**src/rtl/window_sr_pkg.sv**
```systemverilog
// Shared definitions for the sliding-window shift register: mode encodings
// and the fill-counter width helper.
package window_sr_pkg;

  localparam logic [1:0] MODE_SHIFT  = 2'b00;
  localparam logic [1:0] MODE_LOAD   = 2'b01;
  localparam logic [1:0] MODE_ROTATE = 2'b10;
  localparam logic [1:0] MODE_CLEAR  = 2'b11;

  // Bits needed to count 0..depth valid stages.
  function automatic int fill_width(input int depth);
    return $clog2(depth + 1);
  endfunction

endpackage

```
**src/rtl/window_sr_lane.sv**
```systemverilog
// One DEPTH-stage chain of DATA_W-bit registers. It supports shift, parallel
// load, rotate and clear. Stage 0 faces the serial input and stage DEPTH-1
// drives shift_out. The rotate feedback path is only built when
// WINDOW_SR_ROTATE_EN is defined. Otherwise mode 10 holds the lane.
module window_sr_lane
  import window_sr_pkg::*;
#(
  parameter int DATA_W = 8,
  parameter int DEPTH  = 3
) (
  input  logic                    clock,
  input  logic                    reset,
  input  logic                    enable,
  input  logic [1:0]              mode,
  input  logic [DATA_W-1:0]       shift_in,
  input  logic [DEPTH*DATA_W-1:0] row_in,
  output logic [DATA_W-1:0]       shift_out,
  output logic [DEPTH*DATA_W-1:0] p_out
);

  logic [DATA_W-1:0] stage_q [DEPTH];
  logic [DATA_W-1:0] stage_d [DEPTH];

  // Next-state selection for every stage of the chain.
  always_comb begin
    // NOTE: default to hold first so every path assigns stage_d; no latch.
    stage_d = stage_q;
    if (enable) begin
      case (mode)
        MODE_SHIFT: begin
          stage_d[0] = shift_in;
          for (int i = 1; i < DEPTH; i++) stage_d[i] = stage_q[i-1];
        end
        MODE_LOAD: begin
          for (int i = 0; i < DEPTH; i++) stage_d[i] = row_in[i*DATA_W +: DATA_W];
        end
        MODE_ROTATE: begin
`ifdef WINDOW_SR_ROTATE_EN
          stage_d[0] = stage_q[DEPTH-1];
          for (int i = 1; i < DEPTH; i++) stage_d[i] = stage_q[i-1];
`endif
        end
        MODE_CLEAR: begin
          for (int i = 0; i < DEPTH; i++) stage_d[i] = '0;
        end
        default: ;
      endcase
    end
  end

  // Stage registers with asynchronous active-low reset.
  always_ff @(posedge clock or negedge reset) begin
    // NOTE: this array is a register chain whose reset value is visible on
    // p_out, so it is cleared on reset. It must not be treated as a RAM.
    if (!reset) begin
      stage_q <= '{default: '0};
    end else begin
      // NOTE: use non-blocking assignments so every stage samples its
      // neighbour's old value.
      stage_q <= stage_d;
    end
  end

  for (genvar i = 0; i < DEPTH; i++) begin : g_pout
    assign p_out[i*DATA_W +: DATA_W] = stage_q[i];
  end

  assign shift_out = stage_q[DEPTH-1];

endmodule

```
**src/rtl/window_shift_reg.sv**
```systemverilog
// Multi-lane sliding-window shift register. LANES identical chains share one
// control path. The top level tracks how many stages hold valid data and
// flags a full window. The rotate mode is compiled in with
// WINDOW_SR_ROTATE_EN. Without it, mode 10 is a hold.
module window_shift_reg
  import window_sr_pkg::*;
#(
  parameter int DATA_W = 8,
  parameter int DEPTH  = 3,
  parameter int LANES  = 1
) (
  input  logic                          clock,
  input  logic                          reset,
  input  logic                          enable,
  input  logic [1:0]                    mode,
  input  logic [LANES*DATA_W-1:0]       shift_in,
  input  logic [LANES*DEPTH*DATA_W-1:0] row_in,
  output logic [LANES*DATA_W-1:0]       shift_out,
  output logic [LANES*DEPTH*DATA_W-1:0] p_out,
  output logic [fill_width(DEPTH)-1:0]  fill_count,
  output logic                          window_valid
);

  localparam int FILL_W = fill_width(DEPTH);
  localparam logic [FILL_W-1:0] FULL = FILL_W'(DEPTH);

  logic [FILL_W-1:0] fill_q;
  logic [FILL_W-1:0] fill_d;

  for (genvar l = 0; l < LANES; l++) begin : g_lane
    window_sr_lane #(
      .DATA_W (DATA_W),
      .DEPTH  (DEPTH)
    ) u_lane (
      .clock     (clock),
      .reset     (reset),
      .enable    (enable),
      .mode      (mode),
      .shift_in  (shift_in[l*DATA_W +: DATA_W]),
      .row_in    (row_in[l*DEPTH*DATA_W +: DEPTH*DATA_W]),
      .shift_out (shift_out[l*DATA_W +: DATA_W]),
      .p_out     (p_out[l*DEPTH*DATA_W +: DEPTH*DATA_W])
    );
  end

  // Fill level follows the mode. It saturates at DEPTH and rotate leaves it alone.
  always_comb begin
    fill_d = fill_q;
    if (enable) begin
      case (mode)
        MODE_SHIFT: if (fill_q < FULL) fill_d = fill_q + 1'b1;
        MODE_LOAD:  fill_d = FULL;
        MODE_CLEAR: fill_d = '0;
        default:    ;
      endcase
    end
  end

  // Fill level register.
  always_ff @(posedge clock or negedge reset) begin
    if (!reset) fill_q <= '0;
    else        fill_q <= fill_d;
  end

  assign fill_count   = fill_q;
  assign window_valid = (fill_q == FULL);

endmodule

```
**config.mk**
```make
export PLATFORM = sky130hd
export DESIGN_NAME = window_shift_reg
export DESIGN_NICKNAME = d
export VERILOG_FILES = /design/src/rtl/window_sr_pkg.sv /design/src/rtl/window_sr_lane.sv /design/src/rtl/window_shift_reg.sv
export SDC_FILE = /design/constraint.sdc
export NUM_CORES = 1
export LEC_CHECK = 0
export CORE_ASPECT_RATIO = 0.75
export CORE_MARGIN = 5
export CORE_UTILIZATION = 36
export CTS_BUF_LIST = sky130_fd_sc_hd__clkbuf_4 sky130_fd_sc_hd__clkbuf_8
export CTS_CLUSTER_SIZE = 20
export DETAILED_ROUTE_END_ITERATION = 7
export HOLD_SLACK_MARGIN = 0.02
export PLACE_DENSITY = 0.8
export SYNTH_ARGS = -nofsm -noshare
export SYNTH_HDL_FRONTEND = slang
export SYNTH_SLANG_ARGS = --single-unit
```
**constraint.sdc**
```tcl
create_clock -name clock -period 1.14 [get_ports clock]
set_input_delay 0.285 -clock clock [delete_from_list [all_inputs] [get_ports clock]]
set_output_delay 0.285 -clock clock [all_outputs]
set_load 0.1 [all_outputs]
```
---- After elaboration in Yosys (flattened, before gate mapping) ----
Index checks and enable logic that the tools add are counted.
word-level totals
  input bits .............................. 37
  output and inout bits ................... 35
  flip-flop bits (word level) ............. 26
  logic and storage cells ................. 17
cells by class
  $add $sub $neg .......................... 1
  equal/unequal tests ..................... 4
  order comparisons ....................... 1
  mux-type cells .......................... 3
  reductions and logical operators ........ 4
operators by type and width
  operator             count
  $pmux 24 s3          1
  $pmux 2 s3           1
  $eq 2x2->1 const B   2
  $reduce_and 3->1     1
  $reduce_bool 3->1    1
  $add 2x1->2 const B  1
  $eq 2x1->1 const B   1
  $logic_not 2->1      1
  $lt 2x2->1 const B   1
  $mux 2               1
  $ne 2x2->1 const B   1
  $reduce_and 2->1     1

---- Depth between registers and ports, before layout ----
Gate-level depths: netlist of run 1.
  depth after elaboration ................. 3
  depth in mapped cells ................... 4
  depth with buffers taken out ............ 4

---- Modules after synthesis ----
A second synthesis of run 1 with hierarchy kept.
second synthesis, totals
  cells, all modules ...................... 104
  area total of the unflattened synthesis .. 1332.5 um2
by module, submodules not included
  module            cells an instance  times used  area an instance (um2)  sequential area each (um2)
  window_sr_lane    90                 1           1207.4                  600.6
  window_shift_reg  14                 1           125.1                   50.0

---- Worst setup path after synthesis of run 1 ----
Ideal clock, no wire load.
  path type ............................... flip-flop to flip-flop
  start point ............................. register fill_q[0] (netlist: fill_count[0])
  end point ............................... register fill_q[1] (netlist: fill_count[1])
  period minus slack after synthesis ...... 2621 ps
  library setup time ...................... 129 ps
  slack ................................... -1481 ps
  cell stages (with the launch flop) ...... 5
  arrival ................................. 2492 ps
  data required time ...................... 1011 ps
  path through ............................ dfrtp_1 ha_1 and3b_1 a221oi_1 o2bb2ai_1
between the ends
  word-level cells in the longest chain between the ends .. 3
  elaborated cells between the ends (all ways) .. 6
RTL lines
  what                                            RTL line                RTL
  start: declaration                              window_shift_reg.sv:27  logic [FILL_W-1:0] fill_q;
  start signal: assignment                        window_shift_reg.sv:62  else fill_q <= fill_d;
  $add 2x1->2 or $lt 2x2->1 (tied branches)       window_shift_reg.sv:51  MODE_SHIFT: if (fill_q < FULL) fill_d = fill_q + 1'b1;
  $mux 2 or $ne 2x2->1 (tied branches)            n/a
  $pmux 2 s3 or $reduce_and 3->1 (tied branches)  n/a
Parallel ways exist; a longest one is shown, timed or not. The select of a mux whose other input is x is not followed.
A chain may end at the register's enable or synchronous reset.

---- Worst setup path in the final report of run 1 ----
  start point ............................. register fill_q[1] (netlist: fill_count[1])
  end point ............................... output port window_valid
between the ends
  word-level cells in the longest chain between the ends .. 1
RTL lines
  what              RTL line                RTL
  $eq 2x2->1        window_shift_reg.sv:66  assign window_valid = (fill_q == FULL);
  end: declaration  window_shift_reg.sv:21  output logic window_valid
No other way between the ends.

==> out/summary.md, run 1 <==
Cells and area
• **number of nets in the layout** 232
• **relative area change from synthesis to final layout** 115.7%
• **Filler Cell Count** 203
• **count of antenna diodes in the layout** 0
• **sequential cell area** 708.2 sq um
• **footprint of the multi-input gates** 566.8 sq um
• **number of non-filler instances in the completed layout** 245
• **share of post-route cells with drive strength above 1** 54.92%

STA
• **Setup violations, final** 37
• **share of the clock period used by the worst path after layout** 122.7%
• **Max Clock Freq** 714.8 MHz
• **total count of hold-check failures in the final report** 0
• **final critical path time including I/O delays and setup** 1.399 ns
• **fin worst setup slack** -0.2590 ns
• **normalized max-slew margin** 85.09%
• **unrepaired setup endpoints after global routing** yes
• **final count of pins violating max slew** 0
• **Final Skew** 0.006452 ns
• **Setup TNS** -3.378 ns
• **slew at the pin closest to its max-slew limit** 0.2175 ns

Clock network
• **maximum buffer depth of the clock tree** 2
• **clock-pin slew on the worst setup and hold paths** 0.10 ns
• **clock tree from TritonCTS** done
• **clk sinks** 26
• **Clock Latency Late Sink** 0.27 ns
• **H-tree Lvls** 1
• **CTS hold repair buffers** 0
• **clock tree root driver cell** sky130_fd_sc_hd__clkbuf_8
• **number of buffers created by CTS** 3

Worst setup path
• **cell type of the slowest stage on the worst timing path** sky130_fd_sc_hd__dfrtp_4
• **required time worst endpoint** 0.85 ns
• **critical path endpoint category** primary output
• **max incr delay on CP** 0.50 ns
• **cell chain of the critical path** ha_4 -> buf_12
• **CP Class** flop to primary output
• **Crit Path Max Fanout** 3
• **Critical Path Source Type** flop
• **critical path data arrival time** 1.11 ns

Drt
• **number of antenna-violating nets in the routed design** 0
• **DR DRC count** 0
• **Detailed Route Iter0 Violations** 58
• **WL final** 4.660 mm
• **routed wirelength normalized by instance count** 19.02 um
• **ratio of routed vias to standard cells** 4.959
• **total vias in the final route** 1215
• **Detailed Routing Iterations Pass 1** 4

Run status
• **outcome** finished with violations
• **failing checks** setup timing

Die
• **num ports** 72
• **site row count** 19
• **initial core utilization** 36.42%
• **Die W** 79.59 um
• **Die ar.** 4950 sq um
• **Die Height** 62.19 um
• **Core Region** 3590 sq um

Synth
• **sequential share of the synthesized area** 49.76%
• **post-synthesis cell type with the largest combined area** sky130_fd_sc_hd__dfrtp_1
• **Post-Synthesis Cells** 100
• **top post-synthesis cells by area** sky130_fd_sc_hd__dfrtp_1 50%, sky130_fd_sc_hd__mux2i_1 18%, sky130_fd_sc_hd__o2bb2ai_1 17%, sky130_fd_sc_hd__buf_4 6.9%, sky130_fd_sc_hd__o21ai_4 1.2%
• **commonest cells in the synthesized netlist** 26 x sky130_fd_sc_hd__dfrtp_1, 25 x sky130_fd_sc_hd__o2bb2ai_1, 24 x sky130_fd_sc_hd__mux2i_1, 12 x sky130_fd_sc_hd__buf_4, 2 x sky130_fd_sc_hd__buf_2
• **register bit total from synthesis** 26
• **count of different cell masters after synthesis** 16
• **Syn Nets** 138
• **area share of the leading cell type in the synthesized netlist** 49.76%
• **total standard cell area after synthesis** 1308 sq um
• **mean area per synthesized cell** 13.08 sq um
• **Most used DFF post-synth** sky130_fd_sc_hd__dfrtp_1
• **count of flip-flops with a built-in enable after synthesis** 0
• **Yosys warning total** 0
• **async set-reset flop share out of synthesis** 100.0%
• **leading cell type by number of instances after synthesis** sky130_fd_sc_hd__dfrtp_1

Job
• **# Max-Cap Violations** 0

Global routing
• **pin count of the biggest net entering global routing** 27
• **global-route wire length before repair** 7.624 mm
• **via count of the first global-routing pass** 1373
• **initial antenna violation count** 0
• **global router's overall resource usage** 19.82%
• **total grt overflow** 0

Placement
• **routability-driven placement congestion ratio** 0.7551
• **placed insts** 218
• **number of buffers inserted by port buffering** 71
• **Detail Placement HPWL** 3.186 mm

Power and ir drop
• **peak ir drop on the vdd network** 0.001548 V
• **P per Cell Area** 1687 nW/um^2
• **leakage power figure** 1.220 nW

Worst hold path
• **Tightest Hold Check Type** primary input to asynchronous set/reset pin

power breakdown:
part / switching (mW) / internal (mW) / leakage (nW)
clock: 0.302 / 0.470 / 0.0357
combinational: 1.62 / 1.11 / 0.885
sequential: 0.170 / 1.09 / 0.299
total: 2.09 / 2.67 / 1.22
registers in the layout, summed over array words and instances (netlist names):
signal	flops
fill_count	2
g_lane.u_lane.p_out	16
g_lane.u_lane.shift_out	8
final cells by class:
type	instances	share of cell area [%]
repair buffers	104	49.82
flip-flops and latches	26	25.11
inverters	1	0.1331
well taps	52	2.307
clock inverters	1	1.065
clock buffers	3	1.464
multi-input cells	58	20.10
worst paths after layout:
check,from,end,slack [ns],cells past startpoint
max,fill_count[1],window_valid,-0.26,2
min,reset,g_lane[0].u_lane.shift_out[1],0.35,2
max reg2reg,fill_count[1],fill_count[1],-0.13,5
min reg2reg,g_lane[0].u_lane.p_out[2],g_lane[0].u_lane.p_out[2],0.60,1
max in group asynchronous,reset,fill_count[1],0.61,2
min in group clock,mode[1],fill_count[1],0.46,3
cells in the final DEF, fill, tap and decap left out:
master                            instances
sky130_fd_sc_hd__dfrtp_4                 10
sky130_fd_sc_hd__clkbuf_8                 3
sky130_fd_sc_hd__dfrtp_2                 16
sky130_fd_sc_hd__buf_6                    1
sky130_fd_sc_hd__nor2_2                   1
sky130_fd_sc_hd__inv_2                    1
sky130_fd_sc_hd__mux2i_1                 24
sky130_fd_sc_hd__dlygate4sd2_1            2
sky130_fd_sc_hd__o21ai_4                  1
sky130_fd_sc_hd__ha_4                     1
sky130_fd_sc_hd__a21oi_2                  1
sky130_fd_sc_hd__clkdlybuf4s50_1         33
sky130_fd_sc_hd__buf_2                    1
sky130_fd_sc_hd__and3b_1                  1
sky130_fd_sc_hd__a22o_1                   1
sky130_fd_sc_hd__buf_12                  39
sky130_fd_sc_hd__o2bb2ai_2                1
sky130_fd_sc_hd__a221oi_2                 1
sky130_fd_sc_hd__bufinv_16                1
sky130_fd_sc_hd__nand2_1                  1
sky130_fd_sc_hd__buf_4                   26
sky130_fd_sc_hd__bufbuf_16                2
sky130_fd_sc_hd__o2bb2ai_1               25
per-stage QoR:
step / hold WS (ns) / setup WS, ns / power [mW] / instance area, sq um / util, %
2_1_floorplan: -0.01059 / -0.4621 / 2.833 / 1444 / -
3_3_place_gp: 0.5272 / -0.2687 / 3.770 / 2519 / 70.16
3_5_place_dp: 0.5307 / -0.3391 / 3.820 / 2519 / 70.16
4_1_cts: 0.3504 / -0.2650 / 4.747 / 2790 / 77.73
5_1_grt: 0.3600 / -0.2866 / 4.914 / 2820 / 78.56
6_report: 0.3549 / -0.2590 / 4.759 / 2820 / 78.56
worst max-delay path: cells and delay by family, from the launching register on:
family / cells / cell delay, ns
adder cells (fa/ha/maj): 1 / 0.18
buffers and inverters: 1 / 0.16
flip-flops: 1 / 0.50
per-layer routing:
layer / global-route usage, % / wire [um]
met5: 0 / 0
met4: 3.219 / 19
met3: 4.480 / 310
met2: 34.69 / 2391
met1: 25.16 / 1938
cell families (layout without fill, tap and decap cells):
kind of cell	count (synthesis)	after routing	synth area share (%)
compound gates	30	30	20.86
flops	26	26	49.76
mux	24	24	18.37
buf+inv	16	109	8.804
simple gates	3	3	1.244
fa+ha+maj	1	1	0.9568
what timing repair did:
item                                    CTS  global route
pin swaps                                 3             1
cloned                                    2             0
endpoints found under the setup margin   47            37
buffers inserted                         17             4
endpoints found under the hold margin     0             0
resized for setup                         6             0
Note: power is estimated with default switching activity, not from simulation.
==> run 2, diff against run 1 <==
--- a/config.mk
+++ b/config.mk
@@ -11,6 +11,7 @@
 export CTS_BUF_LIST = sky130_fd_sc_hd__clkbuf_4 sky130_fd_sc_hd__clkbuf_8
 export CTS_CLUSTER_SIZE = 20
 export DETAILED_ROUTE_END_ITERATION = 7
+export GPL_TIMING_DRIVEN = 1
 export HOLD_SLACK_MARGIN = 0.02
 export PLACE_DENSITY = 0.8
 export SYNTH_ARGS = -nofsm -noshare
==> results of run 2 <==
Final layout, timing and power as in run 1 (identical DEF).
